File: src/rtl/multicycle_ctrl_fsm.sv
// Main control FSM for the multicycle RV32I core.
// Sequences fetch/decode/execute/memory/writeback and drives the shared-memory
// datapath mux selects and write strobes. It also provides a memory-ready
// handshake, an illegal-opcode trap and a retired-instruction counter.
module multicycle_ctrl_fsm #(
  parameter int unsigned EN_JALR     = 1,
  parameter int unsigned EN_LUI      = 1,
  parameter int unsigned MEM_HS      = 1,
  parameter int unsigned TRAP_STICKY = 1,
  parameter int unsigned CNT_W       = 32
) (
  input  logic             clk,
  input  logic             rst_n,
  input  logic [6:0]       op,
  input  logic             mem_ready,
  output logic             PCUpdate,
  output logic             Branch,
  output logic             RegWrite,
  output logic             MemWrite,
  output logic             IRWrite,
  output logic             AdrSrc,
  output logic [1:0]       ResultSrc,
  output logic [1:0]       ALUSrcA,
  output logic [1:0]       ALUSrcB,
  output logic [1:0]       ALUOp,
  output logic [2:0]       ImmSrc,
  output logic             illegal_op,
  output logic             instr_retire,
  output logic [CNT_W-1:0] retired_cnt,
  output logic [3:0]       state_o
);

  localparam logic [6:0] OP_LW   = 7'b0000011;
  localparam logic [6:0] OP_SW   = 7'b0100011;
  localparam logic [6:0] OP_R    = 7'b0110011;
  localparam logic [6:0] OP_I    = 7'b0010011;
  localparam logic [6:0] OP_BEQ  = 7'b1100011;
  localparam logic [6:0] OP_JAL  = 7'b1101111;
  localparam logic [6:0] OP_JALR = 7'b1100111;
  localparam logic [6:0] OP_LUI  = 7'b0110111;

  typedef enum logic [3:0] {
    FETCH    = 4'd0,
    DECODE   = 4'd1,
    MEMADR   = 4'd2,
    MEMREAD  = 4'd3,
    MEMWB    = 4'd4,
    MEMWRITE = 4'd5,
    EXECR    = 4'd6,
    EXECI    = 4'd7,
    ALUWB    = 4'd8,
    BEQ      = 4'd9,
    JAL      = 4'd10,
    JALR     = 4'd11,
    LUI      = 4'd12,
    TRAP     = 4'd15
  } state_t;

  state_t state;
  state_t next;
  logic   mr;

  // Without the handshake, every memory access completes in one cycle.
  assign mr      = (MEM_HS != 0) ? mem_ready : 1'b1;
  assign state_o = state;

  // State register with asynchronous return to FETCH.
  always_ff @(posedge clk or negedge rst_n) begin
    if (!rst_n) state <= FETCH;
    else        state <= next;
  end

  // Next-state selection from the current state, opcode and memory readiness.
  always_comb begin
    next = state;
    case (state)
      FETCH:    next = mr ? DECODE : FETCH;
      DECODE: begin
        case (op)
          OP_LW, OP_SW: next = MEMADR;
          OP_R:         next = EXECR;
          OP_I:         next = EXECI;
          OP_BEQ:       next = BEQ;
          OP_JAL:       next = JAL;
          OP_JALR:      next = (EN_JALR != 0) ? JALR : TRAP;
          OP_LUI:       next = (EN_LUI != 0) ? LUI : TRAP;
          default:      next = TRAP;
        endcase
      end
      MEMADR:   next = (op == OP_LW) ? MEMREAD : MEMWRITE;
      MEMREAD:  next = mr ? MEMWB : MEMREAD;
      MEMWB:    next = FETCH;
      MEMWRITE: next = mr ? FETCH : MEMWRITE;
      EXECR:    next = ALUWB;
      EXECI:    next = ALUWB;
      ALUWB:    next = FETCH;
      BEQ:      next = FETCH;
      JAL:      next = ALUWB;
      JALR:     next = JAL;
      LUI:      next = ALUWB;
      TRAP:     next = (TRAP_STICKY != 0) ? TRAP : FETCH;
      default:  next = FETCH;
    endcase
  end

  // Moore control decode. Exceptions: the FETCH strobes follow mem_ready,
  // and retire marks the last cycle of a completing instruction.
  // All outputs are held low while reset is asserted.
  always_comb begin
    PCUpdate     = 1'b0;
    Branch       = 1'b0;
    RegWrite     = 1'b0;
    MemWrite     = 1'b0;
    IRWrite      = 1'b0;
    AdrSrc       = 1'b0;
    ResultSrc    = '0;
    ALUSrcA      = '0;
    ALUSrcB      = '0;
    ALUOp        = '0;
    illegal_op   = 1'b0;
    instr_retire = 1'b0;
    case (state)
      FETCH: begin
        ALUSrcB   = 2'b10;
        ResultSrc = 2'b10;
        IRWrite   = mr;
        PCUpdate  = mr;
      end
      DECODE: begin
        ALUSrcA = 2'b01;
        ALUSrcB = 2'b01;
      end
      MEMADR: begin
        ALUSrcA = 2'b10;
        ALUSrcB = 2'b01;
      end
      MEMREAD: AdrSrc = 1'b1;
      MEMWB: begin
        ResultSrc    = 2'b01;
        RegWrite     = 1'b1;
        instr_retire = (next == FETCH);
      end
      MEMWRITE: begin
        AdrSrc       = 1'b1;
        MemWrite     = 1'b1;
        instr_retire = mr && (next == FETCH);
      end
      EXECR: begin
        ALUSrcA = 2'b10;
        ALUOp   = 2'b10;
      end
      EXECI: begin
        ALUSrcA = 2'b10;
        ALUSrcB = 2'b01;
        ALUOp   = 2'b10;
      end
      ALUWB: begin
        RegWrite     = 1'b1;
        instr_retire = (next == FETCH);
      end
      BEQ: begin
        ALUSrcA      = 2'b10;
        ALUOp        = 2'b01;
        Branch       = 1'b1;
        instr_retire = (next == FETCH);
      end
      JAL: begin
        ALUSrcA  = 2'b01;
        ALUSrcB  = 2'b10;
        PCUpdate = 1'b1;
      end
      JALR: begin
        ALUSrcA = 2'b10;
        ALUSrcB = 2'b01;
      end
      LUI: begin
        ALUSrcA = 2'b11;
        ALUSrcB = 2'b01;
      end
      TRAP:    illegal_op = 1'b1;
      default: ;
    endcase
    if (!rst_n) begin
      PCUpdate     = 1'b0;
      Branch       = 1'b0;
      RegWrite     = 1'b0;
      MemWrite     = 1'b0;
      IRWrite      = 1'b0;
      AdrSrc       = 1'b0;
      ResultSrc    = '0;
      ALUSrcA      = '0;
      ALUSrcB      = '0;
      ALUOp        = '0;
      illegal_op   = 1'b0;
      instr_retire = 1'b0;
    end
  end

  // Immediate format select, decoded directly from the opcode.
  always_comb begin
    ImmSrc = 3'b000;
    case (op)
      OP_SW:   ImmSrc = 3'b001;
      OP_BEQ:  ImmSrc = 3'b010;
      OP_JAL:  ImmSrc = 3'b011;
      OP_LUI:  ImmSrc = 3'b100;
      default: ImmSrc = 3'b000;
    endcase
    if (!rst_n) ImmSrc = 3'b000;
  end

  // Retired-instruction counter, wrapping at 2^CNT_W.
  always_ff @(posedge clk or negedge rst_n) begin
    if (!rst_n)            retired_cnt <= '0;
    else if (instr_retire) retired_cnt <= retired_cnt + CNT_W'(1);
  end

endmodule
File: config.mk
export PLATFORM = sky130hd
export DESIGN_NAME = multicycle_ctrl_fsm
export DESIGN_NICKNAME = d
export VERILOG_FILES = /design/src/rtl/multicycle_ctrl_fsm.sv
export SDC_FILE = /design/constraint.sdc
export NUM_CORES = 1
export LEC_CHECK = 0
export BUFFER_PORTS_ARGS = -buffer_cell sky130_fd_sc_hd__buf_2
export CORE_AREA = 5 5 72 67
export CTS_BUF_LIST = sky130_fd_sc_hd__clkbuf_8 sky130_fd_sc_hd__clkbuf_16
export CTS_CLUSTER_DIAMETER = 100
export DETAILED_ROUTE_END_ITERATION = 12
export DIE_AREA = 0 0 77 72
export GPL_TIMING_DRIVEN = 0
export PLACE_DENSITY = 0.88
export SYNTH_ARGS = -nofsm -noshare
export SYNTH_HDL_FRONTEND = slang
export SYNTH_SLANG_ARGS = --single-unit
File: constraint.sdc
create_clock -name clk -period 2.6 [get_ports clk]
set_input_delay 0.65 -clock clk [delete_from_list [all_inputs] [get_ports clk]]
set_output_delay 0.65 -clock clk [all_outputs]
set_load 0.02 [all_outputs]
### Word-level counts from Yosys, hierarchy flattened

Cells that the tools add are included.
Widths: inputs -> output; s select.

* register bits after elaboration: 36
* output and inout bits: 55
* logic and storage cells: 69

* add/subtract/negate cells: 1
* equal/unequal tests: 21
* muxes and demuxes: 32
* reduce and logical (&&, ||, !) cells: 13

Operator list (count)
* $add 32x1->32 const B: 1
* $pmux 4 s8: 1
* $pmux 4 s7: 1
* $eq 4x4->1 const B: 6
* $eq 7x6->1 const B: 3
* $eq 7x7->1 const B: 3
* $eq 4x3->1 const B: 4
* $mux 1: 15
* $mux 3: 4
* $pmux 2 s2: 3
* $pmux 3 s4: 1
* $reduce_or 2->1: 6
* $reduce_or 5->1: 2
* $eq 4x2->1 const B: 2
* $logic_not 4->1: 2
* $mux 2: 4
* $eq 7x2->1 const B: 1
* $eq 7x5->1 const B: 1
* $pmux 2 s3: 1
* $eq 4x1->1 const B: 1
* $pmux 1 s2: 2
* $reduce_or 4->1: 1
* $reduce_or 3->1: 1
* $logic_and 1x1->1: 1

### Longest topological paths before layout

Gate-level depths: netlist of run 1.

* word-level depth: 8
* depth in mapped cells: 6
* gate-level depth less buffers: 5

### Worst setup path after synthesis of run 1

OpenSTA, ideal clock, no wires.

* path kind: input to output
* start: input rst_n
* end: output IRWrite
* data arrival time: 1958 ps
* data required time: 1950 ps
* path slack: -8 ps
* stages: 4
* buffers on the path: 1
* path through: buf_2 nand2b_1 nor4_1 and2_1

* cells in the longest elaborated chain, start to end: 1

Ends and longest elaborated chain
* from (decl): line 13 `input logic rst_n,`
* $mux 1: line 183 `if (!rst_n) begin`
* to (decl): line 20 `output logic IRWrite,`

Every way passes these cells.

### Worst setup path in the final report of run 1

* start: register state[2], in the netlist state_o[2]
* end: output ALUSrcB[0]

* cells in the longest elaborated chain, start to end: 4
* elaborated cells between the ends (all ways): 11
* classes of those cells: eq/ne: 6; mux: 2; reduce/logical: 3

Ends and longest elaborated chain
* from (decl): line 59 `state_t state;`
* from (signal assigned): line 70 `else state <= next;`
* $eq 4x3->1, or another cell as far along: line 122 `case (state)`
* $reduce_or 5->1 (no line) or $reduce_or 2->1 (tied branches)
* $pmux 2 s2 *: line 122
* $mux 2 *: line 183
* to (decl): line 24 `output logic [1:0] ALUSrcB,`

Mark *: on every way between the ends. The rest lies on a longest branch, timed or not.

==> results of run 1 <==
final cells by class:
| class | count | area, um2 |
|---|---|---|
| buffer | 8 | 47.55 |
| clock buffer | 5 | 68.82 |
| clock inverter | 3 | 42.54 |
| fill | 316 | 1378 |
| inverter | 3 | 11.26 |
| multi-input combinational | 175 | 1150 |
| sequential | 36 | 900.9 |
| tap | 48 | 60.06 |
| timing repair buffer | 64 | 332.8 |
where the power goes:
part	leakage, nW	internal [mW]	switching [mW]
logic	0.744	0.318	0.570
clock network	0.0541	0.284	0.201
registers	0.490	0.622	0.0847
total	1.29	1.22	0.856
flip-flops by register name, indices dropped and copies added (netlist names):
register and flops:
state_o 4, retired_cnt 32
worst max-delay path, delay by kind of cell, from the launching register on:
kind	cells	cell delay, ps
simple gates	3	570
flops	1	380
buf+inv	2	340
compound gates	2	250
kinds of logic after synthesis:
family,after synthesis,share of synthesized area (%)
AO/OA/AOI/OAI,28,8.950
XOR/XNOR,32,13.37
AND/OR/NAND/NOR,113,30.97
flip-flops,36,42.96
multiplexers,1,0.5370
adder cells (fa/ha/maj),1,0.5966
buffers and inverters,11,2.625
layout by cell type (no fill, tap or decap), drive strengths merged, types with 3 or more instances in the layout:
cell / count
a21oi: 7
and2: 3
and3: 4
and4: 4
buf: 69
clkbuf: 8
dfrtp: 36
inv: 3
nand2: 26
nand2b: 5
nand3: 15
nand4: 13
nor2: 17
nor2b: 4
nor3: 6
nor3b: 3
nor4: 8
o21ai: 7
or2: 4
xnor2: 27
xor2: 5
what timing repair did:
| item | in CTS | in global routing |
|---|---|---|
| resized for setup | 4 | 6 |
| endpoints found under the setup margin | 33 | 3 |
| hold buffers | 0 | 0 |
| buffers inserted | 0 | 0 |
per-layer routing:
metal / vias up / part of all wire, % / GRT usage, % / routed length (um)
li1: 931 / - / - / -
met1: 900 / 43 / 22.99 / 2184
met2: 71 / 48 / 30.07 / 2434
met3: 6 / 6.8 / 4.591 / 341
met4: 0 / 1.2 / 7.061 / 59
met5: - / 0 / 0 / 0
final timing paths:
path / from / to / slack (ps) / depth (start not counted)
worst max-delay path: state_o[2] / ALUSrcB[0] / 130 / 7
worst max register to register: state_o[3] / retired_cnt[24] / 650 / 5
max in group asynchronous: rst_n / retired_cnt[0] / 2170 / 1
worst min register to register: retired_cnt[11] / retired_cnt[11] / 490 / 1
min in group clk: retired_cnt[11] / retired_cnt[11] / 490 / 1
worst min-delay path: rst_n / retired_cnt[21] / 210 / 1
==> reports/summary.txt, run 1 <==
DRT iter0 DRCs: 70
Tcrit/Tclk final: 95.15%
pin count of the biggest net entering global routing: 38
vias per cell: 5.579
antenna-violating nets left: 0
count leader, synth: dfrtp_1
setup TNS: 0 ps
Critical Path AT: 1820 ps
Hold WS: 214.1 ps
vias in the first global route: 1,818
Die W: 77 um
max_slew headroom: 66.68%
clock-pin slew on the worst setup and hold paths: 80 ps
VDD IR max: 0.5748 mV
Yosys warning count: 0
critical path class: flop to output port
NumNets Final: 304
Worst Setup End Kind: output port
cell taking the most area after synthesis: dfrtp_1
crit path cell chain: buf_4 > nand2b_1 > and2_1 > o21ai_0 > a21oi_1 > nor2b_1 > buf_2
CTS Buf Count: 5
number of port buffers: 64
I/O pin total: 65
first-pass GRT wire length: 8.342 mm
Final Critical Period: 2474 ps
Place WS: -550.4 ps
Core Area: 3991 um2
Seq/Total Area, Yosys: 42.96%
Cell variety after synth: 42
Max Fclk: 404.2 MHz
total power: 2.080 mW
fin worst setup slack: 126.2 ps
CTS HTree Levels: 2
Final setup viols: 0
Commonest cells post-synth: dfrtp_1 (36), xnor2_1 (27), nand2_1 (26), nor2_1 (17), nand3_1 (15)
Max-Cap Viols: 0
FF+latch count, synth: 36
# diodes: 0
GR Util All Layers: 18.16%
via count: 1,908
CTS tree: done
data required time of the worst path: 1950 ps
Sink Count: 36
initial core utilization: 52.54%
status: completed
Top FF cell, synth: dfrtp_1
Syn Inst Count: 222
Crit Path Max Fanout: 9
Pins Over Slew Limit: 0
Rows: 22
LEAKAGE: 1.289 nW
GPL Wtd Cong: 0.8875
placed cell areas: 2484 um2
grt ovf: 0
initial antenna violation count: 0
dpl cells: 334
WL per Instance: 14.68 um
Syn Nets: 233
final clock skew: 7.997 ps
Non-Filler Instances: 342
CP startpoint kind: flop
worst hold-check path type: input pin to async pin
Avg Cell Area, Syn: 9.446 um2
CP max stage cell: dfrtp_1
hpwl dp: 3.753 mm
RSZ-0062 raised after global routing: false
cell area after synthesis: 2097 um2
clk_lat worst skew: 290 ps
Synth top area share: 42.96%
Hold Violations, Final: 0
Detailed Routing Iterations Pass 1: 4
Final Instance Area: 2614 um2
slowest cell delay on critical path: 380 ps
fraction of layout cells with a size suffix above 1: 30.27%
Die Height: 72 um
Pwr per Cell Area: 795.8 nW/um2
EDFF count, synth: 0
dominant cells by area after synthesis: dfrtp_1 (43%), xnor2_1 (11%), nand2_1 (4.7%), nand3_1 (3.6%), nand4_1 (3.6%)
DRC viols: 0
CTS Root Cell: clkbuf_8
final core utilization: 65.49%
CTS Buffer Depth: 2
synth-to-layout area growth: 24.64%
worst-margin pin slew: 496.0 ps
post-synthesis async set-or-reset flop share: 100.0%
final wirelength: 5.021 mm
die footprint: 5544 um2
(Power assumes the default switching activity.)
==> run 2, diff against run 1 <==
- CORE_AREA: 5 5 72 67 -> 5 5 70 66
- CTS_BUF_LIST: sky130_fd_sc_hd__clkbuf_8 sky130_fd_sc_hd__clkbuf_16 -> sky130_fd_sc_hd__clkbuf_2
- DIE_AREA: 0 0 77 72 -> 0 0 75 71
- PLACE_DENSITY: 0.88 -> 0.92
==> run 2 against run 1 <==
Hold slack worse by 180 ps. Setup slack worse by 61 ps. Global-route usage is 1.2 points higher.
==> reports/summary.txt, run 2 (synthesis gave the netlist of run 1 again) <==
vias per cell: 5.679 (was 5.579)
GR Util All Layers: 19.37% (was 18.16%)
Detailed Routing Iterations Pass 1: 4 (unchanged)
clock-pin slew on the worst setup and hold paths: 210 ps (was 80 ps)
Tcrit/Tclk final: 97.51% (was 95.15%)
Die Height: 71 um (was 72 um)
Sink Count: 36 (unchanged)
critical path class: flop to output port (unchanged)
CTS Root Cell: clkbuf_2 (was clkbuf_8)
# diodes: 0 (unchanged)
most frequent cells in the layout: buf_2 (63), dfrtp_1 (36), xnor2_1 (27), nand2_1 (26) (was buf_2 (64), dfrtp_1 (36), xnor2_1 (27), nand2_1 (26), nor2_1 (16))
CTS HTree Levels: 2 (unchanged)
first-pass GRT wire length: 8.169 mm (was 8.342 mm)
clock share of power: 17.6% (was 23.3%)
RSZ-0062 raised after global routing: true (was false)
Worst Setup End Kind: output port (unchanged)
data required time of the worst path: 1950 ps (about the same)
sequential share of power: 34.7% (was 34.0%)
clk_lat worst skew: 410 ps (was 290 ps)
fraction of layout cells with a size suffix above 1: 32.89% (was 30.27%)
combinational power share: 47.7% (was 42.7%)
Internal: 1.162 mW (was 1.224 mW)
antenna-violating nets left: 0 (unchanged)
Rows: 22 (unchanged)
Fillers: 319 (was 316)
grt ovf: 0 (unchanged)
initial antenna violation count: 0 (unchanged)
synth-to-layout area growth: 25.78% (was 24.64%)
hpwl dp: 3.671 mm (was 3.753 mm)
final core utilization: 67.96% (was 65.49%)
Critical Path AT: 1890 ps (was 1820 ps)
number of port buffers: 64 (unchanged)
GPL Wtd Cong: 0.9110 (was 0.8875)
NetSw: 875.8 uW (was 855.8 uW)
Pins Over Slew Limit: 0 (unchanged)
DRC viols: 0 (unchanged)
via count: 1,965 (was 1,908)
Die W: 75 um (was 77 um)
Final setup viols: 0 (unchanged)
worst hold-check path type: input pin to async pin (unchanged)
final clock skew: 25.77 ps (was 7.997 ps)
WL per Instance: 14.38 um (was 14.68 um)
sw frac: 42.98% (was 41.14%)
Place WS: -511.7 ps (was -550.4 ps)
vias in the first global route: 1,849 (was 1,818)
I/O pin total: 65 (unchanged)
total power: 2.038 mW (was 2.080 mW)
Core Area: 3881 um2 (was 3991 um2)
Non-Filler Instances: 346 (was 342)
Hold Violations, Final: 0 (unchanged)
CTS tree: done (unchanged)
most common cell after layout, fill and taps aside: buf_2 (unchanged)
fin worst setup slack: 64.71 ps (was 126.2 ps)
CTS Buffer Depth: 2 (unchanged)
VDD IR max: 0.4785 mV (was 0.5748 mV)
CTS Buf Count: 5 (unchanged)
Max Fclk: 394.4 MHz (was 404.2 MHz)
pin count of the biggest net entering global routing: 38 (unchanged)
LEAKAGE: 1.306 nW (was 1.289 nW)
max reg flops: 32 (unchanged)
max_slew headroom: 67.01% (was 66.68%)
Reg with most FFs: retired_cnt (unchanged)
Pwr per Cell Area: 772.6 nW/um2 (was 795.8 nW/um2)
die footprint: 5325 um2 (was 5544 um2)
Max-Cap Viols: 0 (unchanged)
status: completed (unchanged)
NumNets Final: 308 (was 304)
worst-margin pin slew: 491.2 ps (was 496.0 ps)
CP startpoint kind: flop (unchanged)
final wirelength: 4.976 mm (was 5.021 mm)
initial core utilization: 54.03% (was 52.54%)
DRT iter0 DRCs: 114 (was 70)
Crit Path Max Fanout: 9 (unchanged)
Final Critical Period: 2535 ps (was 2474 ps)
dpl cells: 334 (unchanged)
==> run 2: cell count changes in the layout (fill, tap and decap cells not counted), sizes merged <==
cell / delta
buf: +4
==> run 2: critical path, stage by stage (launching register included) <==
cell and delay [ps]:
dfrtp_1 430, buf_4 180, nand2b_4 180, and2_1 160
o21ai_0 170, a21oi_1 100, nor2b_1 110, buf_2 170
==> run 2: final cells by class <==
type                    count  area (um2)  area share (%)
repair buffers             68       371.6           14.09
multi-input cells         175        1171           44.40
plain buffers               8       55.05           2.087
clock inverters             3       42.54           1.613
flip-flops and latches     36       900.9           34.16
well taps                  48       60.06           2.277
clock buffers               5       25.02          0.9488
inverters                   3       11.26          0.4269
==> run 2: final timing paths <==
kind	start	endpoint	slack (ps)	cells past startpoint
setup / recovery	state_o[2]	ALUSrcB[0]	60	7
hold / removal	rst_n	retired_cnt[16]	30	1
setup reg to reg	state_o[3]	retired_cnt[30]	670	5
hold reg to reg	retired_cnt[21]	retired_cnt[21]	500	1
max in group asynchronous	rst_n	retired_cnt[7]	2380	1
min in group clk	retired_cnt[21]	retired_cnt[21]	500	1
==> run 2: power groups by stage <==
stage                     registers (mW)  clock network, mW  logic [mW]
after floorplan                    0.774                  0       0.551
after global placement             0.711                  0       0.861
final                              0.707              0.359       0.972
after CTS                          0.704              0.363       0.898
after global routing               0.719              0.389        1.06
after detailed placement           0.715                  0       0.867
==> run 2: what timing repair did <==
| action | 4_1_cts | 5_1_grt |
|---|---|---|
| setup endpoints to repair | 19 | 6 |
| setup buffers | 1 | 3 |
| pin swaps | 0 | 1 |
| cloned | 0 | 0 |
| hold buffers | 0 | 0 |
| gates resized for setup | 7 | 14 |
==> run 2: through the flow <==
stage / hold slack, ps / TNS, ps / cell area (um2)
after global placement: 455.6 / -9585 / 2484
after floorplan: 354.4 / 0 / 2103
after detailed placement: 479.9 / -11290 / 2484
final: 29.69 / 0 / 2638
after CTS: 81.48 / 0 / 2576
after global routing: 16.68 / -68.84 / 2638
==> run 2: routing by layer <==
metal  up-vias  GRT usage (%)  wire length, um
met5         -              0                0
met3        18          4.119              384
met2        84          31.24             2383
li1        942              -                -
met1       921          24.51             2083
met4         0          8.696              125
==> run 3, diff against run 2 <==
- GPL_TIMING_DRIVEN: 0 -> 1
- SLEW_MARGIN: unset -> 20
==> run 3 against run 2 <==
Cell area shrank 1.7%. Critical path depth grew 1. Register-to-register slack lost 20 ps. Setup slack gained 48 ps. Sequential cell count is the same. Fmax grew 1.9%. Die area is the same. Hold slack gained 63 ps. Final cell count shrank 0.29%. Total power shrank 2.9%. Combinational power shrank 8.0%. Global-route usage shrank 0.27 points. Largest cell class unchanged.
==> reports/summary.txt, run 3 (synthesis gave the netlist of run 1 again) <==
GR Util All Layers: 19.09% (was 19.37%)
final clock skew: 20.81 ps (was 25.77 ps)
dpl cells: 332 (was 334)
LEAKAGE: 1.293 nW (was 1.306 nW)
WL per Instance: 14.38 um (about the same)
CTS HTree Levels: 2 (unchanged)
setup TNS: 0 ps (unchanged)
multi-input logic area: 1150 um2 (was 1171 um2)
Final setup viols: 0 (unchanged)
I/O pin total: 65 (unchanged)
Reg with most FFs: retired_cnt (unchanged)
data required time of the worst path: 1950 ps (about the same)
grt ovf: 0 (unchanged)
worst r2r src: state_o[1] (was state_o[3])
initial antenna violation count: 0 (unchanged)
number of port buffers: 64 (unchanged)
status: completed (unchanged)
NumNets Final: 307 (was 308)
max_slew headroom: 66.49% (was 67.01%)
most common cell after layout, fill and taps aside: buf_2 (unchanged)
GPL Wtd Cong: 0.9002 (was 0.9110)
# diodes: 0 (unchanged)
CTS Buffer Depth: 2 (unchanged)
Rows: 22 (unchanged)
CTS tree: done (unchanged)
worst hold-check path type: input pin to async pin (unchanged)
most frequent cells in the layout: buf_2 (64), dfrtp_1 (34), xnor2_1 (27), nand2_1 (26), nor2_1 (16) (was buf_2 (63), dfrtp_1 (36), xnor2_1 (27), nand2_1 (26))
reg2reg end: retired_cnt[14] (was retired_cnt[30])
Pwr per Cell Area: 763.4 nW/um2 (was 772.6 nW/um2)
Hold Violations, Final: 0 (unchanged)
CTS Buf Count: 5 (unchanged)
fin worst setup slack: 112.6 ps (was 64.71 ps)
synth-to-layout area growth: 23.63% (was 25.78%)
Die Height: 71 um (unchanged)
DRT iter0 DRCs: 98 (was 114)
R2R cell count: 6 (was 5)
critical path class: flop to output port (unchanged)
Place WS: 370.5 ps (was -511.7 ps)
Critical Path AT: 1840 ps (was 1890 ps)
Non-Filler Instances: 345 (was 346)
Pins Over Slew Limit: 0 (unchanged)
Worst Setup SP: state_o[3] (was state_o[2])
first-pass GRT wire length: 8.038 mm (was 8.169 mm)
initial core utilization: 54.03% (unchanged)
antenna-violating nets left: 0 (unchanged)
vias in the first global route: 1,827 (was 1,849)
Fillers: 311 (was 319)
via count: 1,919 (was 1,965)
register area: 903.4 um2 (was 900.9 um2)
pin count of the biggest net entering global routing: 19 (was 38)
clk_lat worst skew: 410 ps (about the same)
Worst Setup End Kind: output port (unchanged)
VDD IR max: 0.4990 mV (was 0.4785 mV)
worst-margin pin slew: 498.9 ps (was 491.2 ps)
final wirelength: 4.962 mm (was 4.976 mm)
vias per cell: 5.562 (was 5.679)
total power: 1.979 mW (was 2.038 mW)
die footprint: 5325 um2 (unchanged)
Core Area: 3881 um2 (unchanged)
fraction of layout cells with a size suffix above 1: 32.66% (was 32.89%)
Worst R2R Setup Slack: 650 ps (was 670 ps)
Max-Cap Viols: 0 (unchanged)
Detailed Routing Iterations Pass 1: 4 (unchanged)
Tcrit/Tclk final: 95.67% (was 97.51%)
Final Critical Period: 2487 ps (was 2535 ps)
hpwl dp: 3.798 mm (was 3.671 mm)
Sink Count: 36 (unchanged)
Max Fclk: 402.0 MHz (was 394.4 MHz)
clock-pin slew on the worst setup and hold paths: 170 ps (was 210 ps)
CP startpoint kind: flop (unchanged)
DRC viols: 0 (unchanged)
Die W: 75 um (unchanged)
max reg flops: 32 (unchanged)
Crit Path Max Fanout: 6 (was 9)
CTS Root Cell: clkbuf_2 (unchanged)
run 3: cell count changes in the layout (fill, tap and decap cells not counted), moves of 2 or more:
| cell | delta |
|---|---|
| dfrtp_1 | -2 |
| buf_4 | +4 |
| buf_6 | -3 |
| clkbuf_1 | -2 |
| dfrtp_2 | +2 |
| nand2b_1 | +2 |
run 3: routing by layer:
layer	routed length (um)	vias up	GRT usage (%)
li1	-	945	-
met3	375	7	4.119
met2	2399	77	31.72
met4	65	0	6.522
met1	2121	890	24.22
met5	0	-	0
run 3: critical path: stages, from the launching register on:
cell,delay (ps)
dfrtp_2,460
clkbuf_2,180
buf_4,130
buf_4,100
nand3_1,70
a21oi_1,180
a21oi_1,60
nor2b_1,100
buf_2,170
run 3: cell type report:
cell class,instances,share of cell area (%)
well taps,48,2.317
clock inverters,3,1.641
repair buffers,75,15.44
multi-input cells,175,44.35
flip-flops and latches,36,34.85
clock buffers,5,0.9652
inverters,3,0.4344
run 3: metrics by stage:
step	hold WS [ps]	util, %	area [um2]
final	93.10	66.80	2592
after global routing	45.96	66.80	2592
after CTS	70.00	65.80	2554
after detailed placement	462.1	64.02	2485
after global placement	457.5	64.02	2485
after floorplan	354.4	-	2103
run 3: worst max path at each step:
stage,endpoint,slack (ps),cells past startpoint
final,ALUSrcB[0],110,8
after global routing,ALUSrcB[0],-20,8
after CTS,MemWrite,20,5
after detailed placement,retired_cnt[14],370,6
after global placement,ImmSrc[1],380,4
after floorplan,IRWrite,260,4
run 3: repair_timing:
item	4_1_cts	5_1_grt
pin swaps	0	0
gates resized for setup	1	2
buffers inserted	0	5
hold endpoints to repair	0	0
hold buffers	0	0
endpoints found under the setup margin	1	7
run 3: power breakdown:
| group | leakage, nW | internal, mW | switching [mW] | total [mW] |
|---|---|---|---|---|
| combinational | 0.766 | 0.346 | 0.548 | 0.894 |
| clock | 0.0390 | 0.161 | 0.197 | 0.357 |
| sequential | 0.488 | 0.625 | 0.103 | 0.728 |
| total | 1.29 | 1.13 | 0.848 | 1.98 |
